[src/rtl/mem_port_arbiter_pkg.sv]
// Shared types and opcode helpers for the RAM port arbiter.
// Holds FSM states, access opcodes, size and legality helpers.
package mem_port_arbiter_pkg;

    typedef enum logic [2:0] {
        ST_IDLE,
        ST_ISSUE,
        ST_WAIT_MOC,
        ST_COMPLETE,
        ST_FAULT
    } state_e;

    typedef enum logic {
        OWN_IF,
        OWN_LS
    } owner_e;

    localparam logic [5:0] OP_LW = 6'b100011;
    localparam logic [5:0] OP_LH = 6'b100001;
    localparam logic [5:0] OP_LB = 6'b100000;
    localparam logic [5:0] OP_SW = 6'b101011;
    localparam logic [5:0] OP_SH = 6'b101001;
    localparam logic [5:0] OP_SB = 6'b101000;

    // Bytes moved by an access; unknown codes count as one byte.
    function automatic logic [2:0] acc_size(input logic [5:0] op);
        logic [2:0] sz;
        unique case (op)
            OP_LW, OP_SW: sz = 3'd4;
            OP_LH, OP_SH: sz = 3'd2;
            default:      sz = 3'd1;
        endcase
        return sz;
    endfunction

    function automatic logic op_legal(input logic [5:0] op);
        return (op == OP_LW) || (op == OP_LH) || (op == OP_LB) ||
               (op == OP_SW) || (op == OP_SH) || (op == OP_SB);
    endfunction

endpackage

[src/rtl/mem_access_check.sv]
// Combinational legality, alignment and range check for one access.
// The last byte touched must lie below MEM_BYTES.
module mem_access_check
    import mem_port_arbiter_pkg::*;
#(
    parameter int MEM_BYTES = 512
) (
    input  logic [5:0]  op_i,
    input  logic [31:0] addr_i,
    output logic        legal_o,
    output logic        aligned_o,
    output logic        in_range_o
);

    logic [2:0]  size;
    logic [32:0] last;

    assign size    = acc_size(op_i);
    assign legal_o = op_legal(op_i);
    assign last    = {1'b0, addr_i} + {30'd0, size} - 33'd1;

    // Wider accesses need their low address bits clear.
    always_comb begin
        aligned_o  = 1'b1;
        in_range_o = (last < 33'(MEM_BYTES));
        unique case (size)
            3'd4:    aligned_o = (addr_i[1:0] == 2'b00);
            3'd2:    aligned_o = (addr_i[0] == 1'b0);
            default: aligned_o = 1'b1;
        endcase
    end

endmodule

[src/rtl/mem_port_arbiter.sv]
// Shares the single-port RAM between fetch (IF) and load/store (LS).
// Define MEM_TIMEOUT_EN to fault accesses whose MOC never arrives.
module mem_port_arbiter
    import mem_port_arbiter_pkg::*;
#(
    parameter int MEM_BYTES   = 512,
    parameter int STARVE_MAX  = 2,
    parameter int TIMEOUT_CYC = 15
) (
    input  logic        Clk,
    input  logic        Clr,
    input  logic        if_req,
    input  logic [31:0] if_addr,
    output logic        if_done,
    output logic [31:0] if_rdata,
    input  logic        ls_req,
    input  logic [5:0]  ls_op,
    input  logic [31:0] ls_addr,
    input  logic [31:0] ls_wdata,
    output logic        ls_done,
    output logic [31:0] ls_rdata,
    output logic        fault,
    output logic        mem_mov,
    output logic        mem_rw,
    output logic [5:0]  mem_op,
    output logic [31:0] mem_addr,
    output logic [31:0] mem_wdata,
    input  logic [31:0] mem_rdata,
    input  logic        mem_moc
);

    localparam int SC_W = (STARVE_MAX < 1) ? 1 : $clog2(STARVE_MAX + 1);
    localparam logic [SC_W-1:0] STARVE_LIM = SC_W'(STARVE_MAX);

    state_e          state_q, state_d;
    owner_e          owner_q, owner_d;
    logic [5:0]      op_q, op_d;
    logic [31:0]     addr_q, addr_d;
    logic [31:0]     wdata_q, wdata_d;
    logic            rw_q, rw_d;
    logic [SC_W-1:0] starve_q, starve_d;
    logic [31:0]     if_rdata_q, if_rdata_d;
    logic [31:0]     ls_rdata_q, ls_rdata_d;

`ifdef MEM_TIMEOUT_EN
    localparam int TMO_W = $clog2(TIMEOUT_CYC + 1);
    localparam logic [TMO_W-1:0] TMO_LAST = TMO_W'(TIMEOUT_CYC - 1);
    logic [TMO_W-1:0] tmo_q, tmo_d;
`endif

    logic        if_forced;
    logic        grant_ls;
    logic        grant_any;
    logic [5:0]  sel_op;
    logic [31:0] sel_addr;
    logic        chk_legal;
    logic        chk_aligned;
    logic        chk_in_range;

    // IF wins only once LS has been granted STARVE_MAX times in a row.
    assign if_forced = if_req && (starve_q == STARVE_LIM);
    assign grant_ls  = ls_req && !if_forced;
    assign grant_any = ls_req || if_req;
    assign sel_op    = grant_ls ? ls_op : OP_LW;
    assign sel_addr  = grant_ls ? ls_addr : if_addr;

    mem_access_check #(
        .MEM_BYTES (MEM_BYTES)
    ) u_check (
        .op_i       (sel_op),
        .addr_i     (sel_addr),
        .legal_o    (chk_legal),
        .aligned_o  (chk_aligned),
        .in_range_o (chk_in_range)
    );

    // State and datapath registers; reset aborts any access in flight.
    always_ff @(posedge Clk or negedge Clr) begin
        if (!Clr) begin
            state_q    <= ST_IDLE;
            owner_q    <= OWN_IF;
            op_q       <= '0;
            addr_q     <= '0;
            wdata_q    <= '0;
            rw_q       <= 1'b0;
            starve_q   <= '0;
            if_rdata_q <= '0;
            ls_rdata_q <= '0;
`ifdef MEM_TIMEOUT_EN
            tmo_q      <= '0;
`endif
        end else begin
            state_q    <= state_d;
            owner_q    <= owner_d;
            op_q       <= op_d;
            addr_q     <= addr_d;
            wdata_q    <= wdata_d;
            rw_q       <= rw_d;
            starve_q   <= starve_d;
            if_rdata_q <= if_rdata_d;
            ls_rdata_q <= ls_rdata_d;
`ifdef MEM_TIMEOUT_EN
            tmo_q      <= tmo_d;
`endif
        end
    end

    // Next-state: arbitrate and check in IDLE, then run the MOV/MOC handshake.
    always_comb begin
        state_d    = state_q;
        owner_d    = owner_q;
        op_d       = op_q;
        addr_d     = addr_q;
        wdata_d    = wdata_q;
        rw_d       = rw_q;
        starve_d   = starve_q;
        if_rdata_d = if_rdata_q;
        ls_rdata_d = ls_rdata_q;
`ifdef MEM_TIMEOUT_EN
        tmo_d      = '0;
`endif
        unique case (state_q)
            ST_IDLE: begin
                if (!if_req) begin
                    starve_d = '0;
                end
                if (grant_any) begin
                    owner_d = grant_ls ? OWN_LS : OWN_IF;
                    op_d    = sel_op;
                    addr_d  = sel_addr;
                    wdata_d = grant_ls ? ls_wdata : 32'd0;
                    rw_d    = ~sel_op[3];
                    if (!grant_ls) begin
                        starve_d = '0;
                    end else if (if_req) begin
                        starve_d = starve_q + 1'b1;
                    end
                    if (chk_legal && chk_aligned && chk_in_range) begin
                        state_d = ST_ISSUE;
                    end else begin
                        state_d = ST_FAULT;
                    end
                end
            end
            ST_ISSUE: begin
                state_d = ST_WAIT_MOC;
            end
            ST_WAIT_MOC: begin
                if (mem_moc) begin
                    if (rw_q && owner_q == OWN_IF) begin
                        if_rdata_d = mem_rdata;
                    end
                    if (rw_q && owner_q == OWN_LS) begin
                        ls_rdata_d = mem_rdata;
                    end
                    state_d = ST_COMPLETE;
                end
`ifdef MEM_TIMEOUT_EN
                else if (tmo_q == TMO_LAST) begin
                    state_d = ST_FAULT;
                end else begin
                    tmo_d = tmo_q + 1'b1;
                end
`endif
            end
            ST_COMPLETE: begin
                state_d = ST_IDLE;
            end
            ST_FAULT: begin
                state_d = ST_IDLE;
            end
            default: begin
                state_d = ST_IDLE;
            end
        endcase
    end

    assign mem_mov   = (state_q == ST_ISSUE) || (state_q == ST_WAIT_MOC);
    assign mem_rw    = rw_q;
    assign mem_op    = op_q;
    assign mem_addr  = addr_q;
    assign mem_wdata = wdata_q;
    assign fault     = (state_q == ST_FAULT);
    assign if_done   = ((state_q == ST_COMPLETE) || fault) && (owner_q == OWN_IF);
    assign ls_done   = ((state_q == ST_COMPLETE) || fault) && (owner_q == OWN_LS);
    assign if_rdata  = if_rdata_q;
    assign ls_rdata  = ls_rdata_q;

endmodule
[config.mk]
export PLATFORM = sky130hd
export DESIGN_NAME = mem_port_arbiter
export DESIGN_NICKNAME = d
export VERILOG_FILES = /design/src/rtl/mem_port_arbiter_pkg.sv /design/src/rtl/mem_access_check.sv /design/src/rtl/mem_port_arbiter.sv
export SDC_FILE = /design/constraint.sdc
export NUM_CORES = 1
export LEC_CHECK = 0
export BUFFER_PORTS_ARGS = -buffer_cell sky130_fd_sc_hd__buf_2
export CAP_MARGIN = 10
export CELL_PAD_IN_SITES_DETAIL_PLACEMENT = 1
export CELL_PAD_IN_SITES_GLOBAL_PLACEMENT = 1
export CORE_MARGIN = 4
export CORE_UTILIZATION = 30
export DETAILED_ROUTE_END_ITERATION = 10
export PLACE_DENSITY_LB_ADDON = 0.2
export SYNTH_ARGS = -nofsm -noshare
export SYNTH_HDL_FRONTEND = slang
export SYNTH_SLANG_ARGS = --single-unit
[constraint.sdc]
create_clock -name Clk -period 6.47 [get_ports Clk]
set_input_delay 0.647 -clock Clk [delete_from_list [all_inputs] [get_ports Clk]]
set_output_delay 0.647 -clock Clk [all_outputs]
set_load 0.02 [all_outputs]
==> flow_metrics.tcl, run 1 <==
set metrics [dict create \
    status "complete, no violations" \
    post-route-period-util_pct 80.5 \
    synth_area_leaders "dfrtp_1, mux2_2, ha_1" \
    wl_mm 26.7 \
    finalMaxSlewViolations 0 \
    grt_usage_pct 17.8 \
    utilization_pct 39.2 \
    ys_seq_elements 141 \
    clk_latency_ns 0.43 \
    yosysWarningCount 0 \
    postCtsSetupBuffers 0 \
    endpoint_kind "flop" \
    syn-num-nets 943 \
    wl_per_cell_um 19.4 \
    yosysTopAreaCellShare_pct 44.5 \
    core-area_mm2 0.0260 \
    p_per_area_mw_per_mm2 277 \
    synth_common_cells "dfrtp_1, nand2_1, mux2_2, o21ai_0, inv_1" \
    cap_violations 0 \
    setup_tns_ns 0 \
    p_int_mw 1.78 \
    switching_share_pct 36.8 \
    comb_power_share_pct 28.9 \
    r2r_slack_ns 1.26 \
    antenna_left 0 \
    numPortBuffers 277 \
    yosys.area.top_type "dfrtp_1" \
    area_growth_pct 28.4 \
    synthSimpleGateAreaFrac_pct 11.5 \
    cp.arrival_ns 5.52 \
    synthArstFlopShare_pct 100 \
    synthXorXnorAreaFrac_pct 1.11 \
    ys.flop_type "dfrtp_1" \
    synthAdderAreaFrac_pct 5.69 \
    syn-cell-area_mm2 0.00792 \
    syn_inst 768 \
    place_area_mm2 0.00957 \
    gp_congestion 0.863 \
    required_ns 6.78 \
    leakagePower_nw 5.38 \
    worstSetupStartpointType "flop" \
    worst-slew-pin-transition_ns 1.10 \
    drc 0 \
    cts_root_buf "clkbuf_16" \
    hold_path.class "input port to async pin" \
    rows 59 \
    ctsHoldBuffers 0 \
    clk_pin_slew_worst_paths_ns 0.07 \
    startpoint "starve_q[0]" \
    start_util_pct 30.5 \
    path_max_fanout 19 \
    dieArea_mm2 0.0291 \
    drive_gt1_share_pct 38.5 \
    post_cts_resized 0 \
    synthMuxAreaShare_pct 13.5 \
    timing.hold.ws_ns 0.294 \
    critPathKind "flop to flop" \
    htree_levels 4 \
    p_seq_share_pct 35.7 \
    ys_seq_area_share_pct 44.5 \
    drt_iter0_drc 327 \
    r2r-start "starve_q[0]" \
    max_freq_mhz 192 \
    synth.most_common_cell "dfrtp_1" \
    power_switching_mw 1.03 \
    nNetsFinal 1204 \
    synth_compound_area_share_pct 18.5 \
    die_h_um 171 \
    num_vias 6952 \
    antenna_found_initial 0 \
    ir_drop_v 0.000186 \
    finalHoldViolCount 0 \
    viasPerCell 5.05 \
    grt_max_degree 106 \
    reg2reg_depth 16 \
    final_cell_area_mm2 0.0102 \
    grt_pass1_wl_mm 40.9 \
    setup_viol 0 \
    clock-sinks 141 \
    pre_cts_ws_ns 1.01 \
    cts_tree "done" \
    place_hpwl_mm 21.1 \
    maxSlewHeadroom_pct 26.5 \
    synth_cell_types 79 \
    finalWorstSetupSlack_ns 1.26 \
    die_x_um 171 \
    fin_crit_ns 5.21 \
    pwr-share-clk_pct 35.4 \
    r2r_end "state_q[2]" \
    avgSynthCellArea_um2 10.3 \
    finClkSkew_ns 0.0219 \
    rsz0062_at_grt "false" \
    synth-edff-count 0 \
    grt_pass1_vias 7114 \
    dr.pass1.iters 5 \
    clock_tree.buffer_depth 2 \
    pin_count 278 \
    diodes 0 \
    synth_top_family_by_area "compound AO/OA/AOI/OAI gates" \
    numCtsBuffers 17 \
    grt_overflow_total 0 \
]
[power groups by stage]
stage	clock network, mW	registers (mW)	logic (mW)
2_1_floorplan	0	1.12	0.437
3_3_place_gp	0	1.02	0.820
3_5_place_dp	0	1.02	0.820
4_1_cts	1.03	1.00	0.824
5_1_grt	1.06	1.01	0.897
6_report	0.996	1.00	0.814
[stage by stage]
step	cells	total power, mW
global route	1377	2.98
detailed placement	1345	1.84
global placement	1345	1.84
finish	1377	2.81
floorplan	768	1.55
CTS	1377	2.86
[layer usage]
metal  wire length, um  vias up  part of all wire (%)  global-route usage, %
li1                  -     3330                     -                      -
met1             11400     3424                    43                   22.4
met2             13500      173                    51                   31.8
met3              1330       25                   5.0                   3.30
met4               367        0                   1.4                   4.34
met5                 0        -                     0                      0
[flip-flops by register name (all words and copies together) (netlist names)]
name,flops
if_rdata,32
ls_rdata,32
mem_addr,32
mem_op,6
mem_rw,1
mem_wdata,32
owner_q,1
starve_q,2
state_q,3
[worst max-delay path: stages (launching register included)]
cell and delay (ns):
dfrtp_1 0.39, inv_1 0.06, ha_1 0.20, a21bo_2 0.53
buf_12 0.26, mux2i_1 0.46, inv_1 0.09, ha_1 0.55
nand2_1 0.22, or4_1 0.59, nand3b_1 0.17, nor3b_1 0.16
a2111o_1 0.34, or4b_1 0.51, nor4_2 0.23, nand4_1 0.16
and2_1 0.19
[layout make-up]
class,instances,area (um2)
clock buffers,17,425
inverters,47,176
fillers,3012,15800
well taps,335,419
repair buffers,283,1450
clock inverters,15,184
flip-flops and latches,141,3530
multi-input cells,539,3990
[how the worst max path moves through the flow]
stage / end / slack, ns / depth (start not counted)
2_1_floorplan: state_q[2] / 1.90 / 17
3_3_place_gp: state_q[2] / 1.15 / 15
3_5_place_dp: state_q[2] / 1.01 / 15
4_1_cts: state_q[2] / 1.18 / 16
6_report: state_q[2] / 1.26 / 16
5_1_grt: state_q[2] / 0.95 / 16
[logic make-up (layout without fill, tap and decap cells)]
group,Yosys count,count (layout)
multiplexers,98,98
flip-flops,141,141
AO/OA/AOI/OAI,207,207
buffers and inverters,88,362
AND/OR/NAND/NOR,188,188
adder cells (fa/ha/maj),36,36
XOR/XNOR,10,10
[placed cells by master, fill, tap and decap left out, types with 5 or more instances in the layout]
cell type	Yosys	routed
nand2_1	79	79
a21o_1	7	7
buf_2	7	276
dfrtp_1	141	141
mux2_2	65	65
xnor2_1	8	8
inv_1	47	47
o21a_1	10	10
buf_4	2	5
a21oi_1	39	39
mux2i_1	32	32
nand4_1	12	12
nor2b_1	6	6
inv_8	0	6
a22o_1	32	32
nor2_1	29	28
clkbuf_16	0	17
o211ai_1	5	5
ha_1	36	36
nand3_1	12	12
nand2b_1	8	8
o21ai_0	55	55
nor3_1	12	12
No activity file was read; power rests on OpenSTA's default activity.
==> inputs of run 2 (changes only) <==
--- a/config.mk
+++ b/config.mk
@@ -5,6 +5,7 @@
 export SDC_FILE = /design/constraint.sdc
 export NUM_CORES = 1
 export LEC_CHECK = 0
+export ABC_AREA = 1
 export BUFFER_PORTS_ARGS = -buffer_cell sky130_fd_sc_hd__buf_2
 export CAP_MARGIN = 10
 export CELL_PAD_IN_SITES_DETAIL_PLACEMENT = 1
==> constraint.sdc (replaced) <==
create_clock -name Clk -period 5 [get_ports Clk]
set_input_delay 0.5 -clock Clk [delete_from_list [all_inputs] [get_ports Clk]]
set_output_delay 0.5 -clock Clk [all_outputs]
set_load 0.02 [all_outputs]
==> run 2 against run 1 <==
Sequential share of layout area is 0.28 points lower. Area after synthesis is 0.19% higher. Utilization is 0.21 points higher. Sequential cell count stayed put. Power is 25% higher. Clock skew is 0.0045 ns lower. Global-route usage is 1.9 points higher. First-iteration DRC count is 51% higher. Hold slack worse by 0.11 ns. Non-clock buffer count is 3 higher. Clock power is 20% higher.
==> flow_metrics.tcl, run 2 <==
set metrics [dict create \
    yosysWarningCount 0 \
    grt_pass1_wl_mm 45.4 \
    cp.arrival_ns 4.43 \
    utilization_pct 39.4 \
    ys_seq_area_share_pct 44.5 \
    grt.met2_usage_pct 34.6 \
    post-route-period-util_pct 81.7 \
    grt.busiest_layer "met2" \
    rows 59 \
    cpPeakStageDelay_ns 0.43 \
    status "complete, no violations" \
    core-area_mm2 0.0261 \
    synth_area_leaders "dfrtp_1, nand2_1, o21ai_0" \
    dieArea_mm2 0.0291 \
    antenna_left 0 \
    maxSlewHeadroom_pct 33.4 \
    gp_congestion 0.858 \
    syn-cell-area_mm2 0.00794 \
    finalHoldViolCount 0 \
    grt_max_degree 105 \
    hold_path.class "input port to async pin" \
    dr.pass1.iters 4 \
    cts_tree "done" \
    numPortBuffers 277 \
    setup_tns_ns 0 \
    grtUsageMet3_pct 2.82 \
    grt_use_met1_pct 25.5 \
    clock_tree.buffer_depth 2 \
    cp_common_cell "nand2_1" \
    synthArstFlopShare_pct 100 \
    clk_latency_ns 0.42 \
    required_ns 5.34 \
    grt_overflow_total 0 \
    area_growth_pct 29.2 \
    viasPerCell 4.80 \
    num_vias 7914 \
    postCtsSetupBuffers 0 \
    fillers 3311 \
    die_x_um 171 \
    yosysTopAreaCellShare_pct 44.5 \
    path_cells "inv_1, ha_1, nand2_2, nand2_2, inv_1, or2_2, o21ai_0, inv_1, ha_1, a21oi_1, o21ai_0, a21oi_1, nand2_1, nand2_1, nand2_1, nand2_1, nand2_1, nor2_1, nand4_1, nor2_2, nand3_1, a21oi_2" \
    pin_count 278 \
    htree_levels 4 \
    numCtsBuffers 17 \
    clk_pin_slew_worst_paths_ns 0.07 \
    fin_crit_ns 4.09 \
    syn_inst 1028 \
    cts_root_buf "clkbuf_16" \
    worstSetupStartpointType "flop" \
    path_buf_inv 3 \
    critPathKind "flop to flop" \
    wl_mm 29.6 \
    wl_per_cell_um 18.0 \
    layout_commonest_cell "buf_2" \
    rsz0062_at_grt "false" \
    cp_slowest_cell "or2_2" \
    drc 0 \
    worst-slew-pin-transition_ns 0.999 \
    max_freq_mhz 245 \
    syn-num-nets 1203 \
    die_h_um 171 \
    nNetsFinal 1475 \
    grt_usage_pct 19.8 \
    yosys.area.top_type "dfrtp_1" \
    p_per_area_mw_per_mm2 344 \
    most-common-layout-cells "buf_2, nand2_1, o21ai_0, inv_1, dfrtp_1" \
    start_util_pct 30.5 \
    finClkSkew_ns 0.0173 \
    clock-sinks 141 \
    drive_gt1_share_pct 28.1 \
    place_hpwl_mm 23.9 \
    grt_pass1_vias 8237 \
    diodes 0 \
    crit_family "simple AND/OR/NAND/NOR gates" \
    path_max_fanout 31 \
    cap_violations 0 \
    finalMaxSlewViolations 0 \
    leakagePower_nw 5.61 \
    synth_common_cells "nand2_1, o21ai_0, inv_1, dfrtp_1, nor2_1" \
    synth.most_common_cell "nand2_1" \
    ir_drop_v 0.000220 \
    ys.flop_type "dfrtp_1" \
    antenna_found_initial 0 \
    endpoint_kind "flop" \
    synth-edff-count 0 \
    synth_cell_types 35 \
    drt_iter0_drc 493 \
    avgSynthCellArea_um2 7.72 \
    ys_seq_elements 141 \
    post_cts_resized 0 \
    setup_viol 0 \
    ctsHoldBuffers 0 \
]
run 2: changes by cell type in the layout (fill, tap and decap cells not counted), moves of 11 or more:
| cell | delta |
|---|---|
| nand2_1 | +150 |
| inv_1 | +101 |
| o21ai_0 | +100 |
| mux2_2 | -65 |
| nor2_1 | +42 |
| mux2i_1 | -31 |
| nand3_1 | +30 |
| or2_2 | +29 |
| nand2_2 | +11 |
run 2: stage by stage:
stage / cells / setup slack, ns / total power [mW] / area (um2) / hold WS (ns)
6_report: 1648 / 0.915 / 3.53 / 10300 / 0.187
5_1_grt: 1648 / 0.416 / 3.75 / 10300 / 0.246
3_3_place_gp: 1616 / 0.904 / 2.35 / 9700 / 0.462
4_1_cts: 1648 / 0.896 / 3.59 / 10300 / 0.246
3_5_place_dp: 1616 / 0.852 / 2.36 / 9700 / 0.468
2_1_floorplan: 1028 / 1.73 / 1.95 / 7940 / 0.204
run 2: cells by family after synthesis:
family / count (synthesis) / synth area share, %
buf+inv: 181 / 8.62
mux: 1 / 0.126
flops: 141 / 44.5
xor+xnor: 3 / 0.331
simple gates: 412 / 22.5
compound gates: 254 / 18.3
fa+ha+maj: 36 / 5.67
run 2: worst register-to-register path, stage by stage (launching register included):
cell	delay, ns
dfrtp_1	0.37
inv_1	0.09
ha_1	0.17
nand2_2	0.07
nand2_2	0.07
inv_1	0.36
or2_2	0.43
o21ai_0	0.19
inv_1	0.09
ha_1	0.38
a21oi_1	0.31
o21ai_0	0.20
a21oi_1	0.21
nand2_1	0.13
nand2_1	0.14
nand2_1	0.07
nand2_1	0.06
nand2_1	0.06
nor2_1	0.14
nand4_1	0.13
nor2_2	0.14
nand3_1	0.10
a21oi_2	0.13
run 2: worst paths after layout:
path                              start            end  slack [ns]  cells past startpoint
setup reg to reg            starve_q[0]     state_q[0]        0.91                     22
hold reg to reg             if_rdata[7]    if_rdata[7]        0.48                      2
hold / removal                      Clr   if_rdata[13]        0.19                      1
max in group asynchronous           Clr   ls_rdata[30]        3.69                      2
setup / recovery            starve_q[0]     state_q[0]        0.91                     22
min in group Clk           ls_wdata[20]  mem_wdata[20]        0.30                      2
run 2: where the power goes:
group          switching (mW)  total [mW]  internal [mW]
registers              0.0571        1.30           1.24
clock network           0.547        1.20          0.652
logic                   0.692        1.03          0.341
run 2: cell type report:
class / count / area (um2) / area share [%]
sequential: 141 / 3530 / 34.4
timing repair buffer: 286 / 1460 / 14.2
multi-input combinational: 706 / 3740 / 36.4
clock buffer: 17 / 425 / 4.15
inverter: 148 / 556 / 5.42
clock inverter: 15 / 131 / 1.28
tap: 335 / 419 / 4.09
run 2: metal layers:
layer | vias up | part of all wire [%]
met2 | 185 | 49
met5 | - | 0
met4 | 0 | 2.2
met1 | 3790 | 44
li1 | 3905 | -
met3 | 34 | 4.4
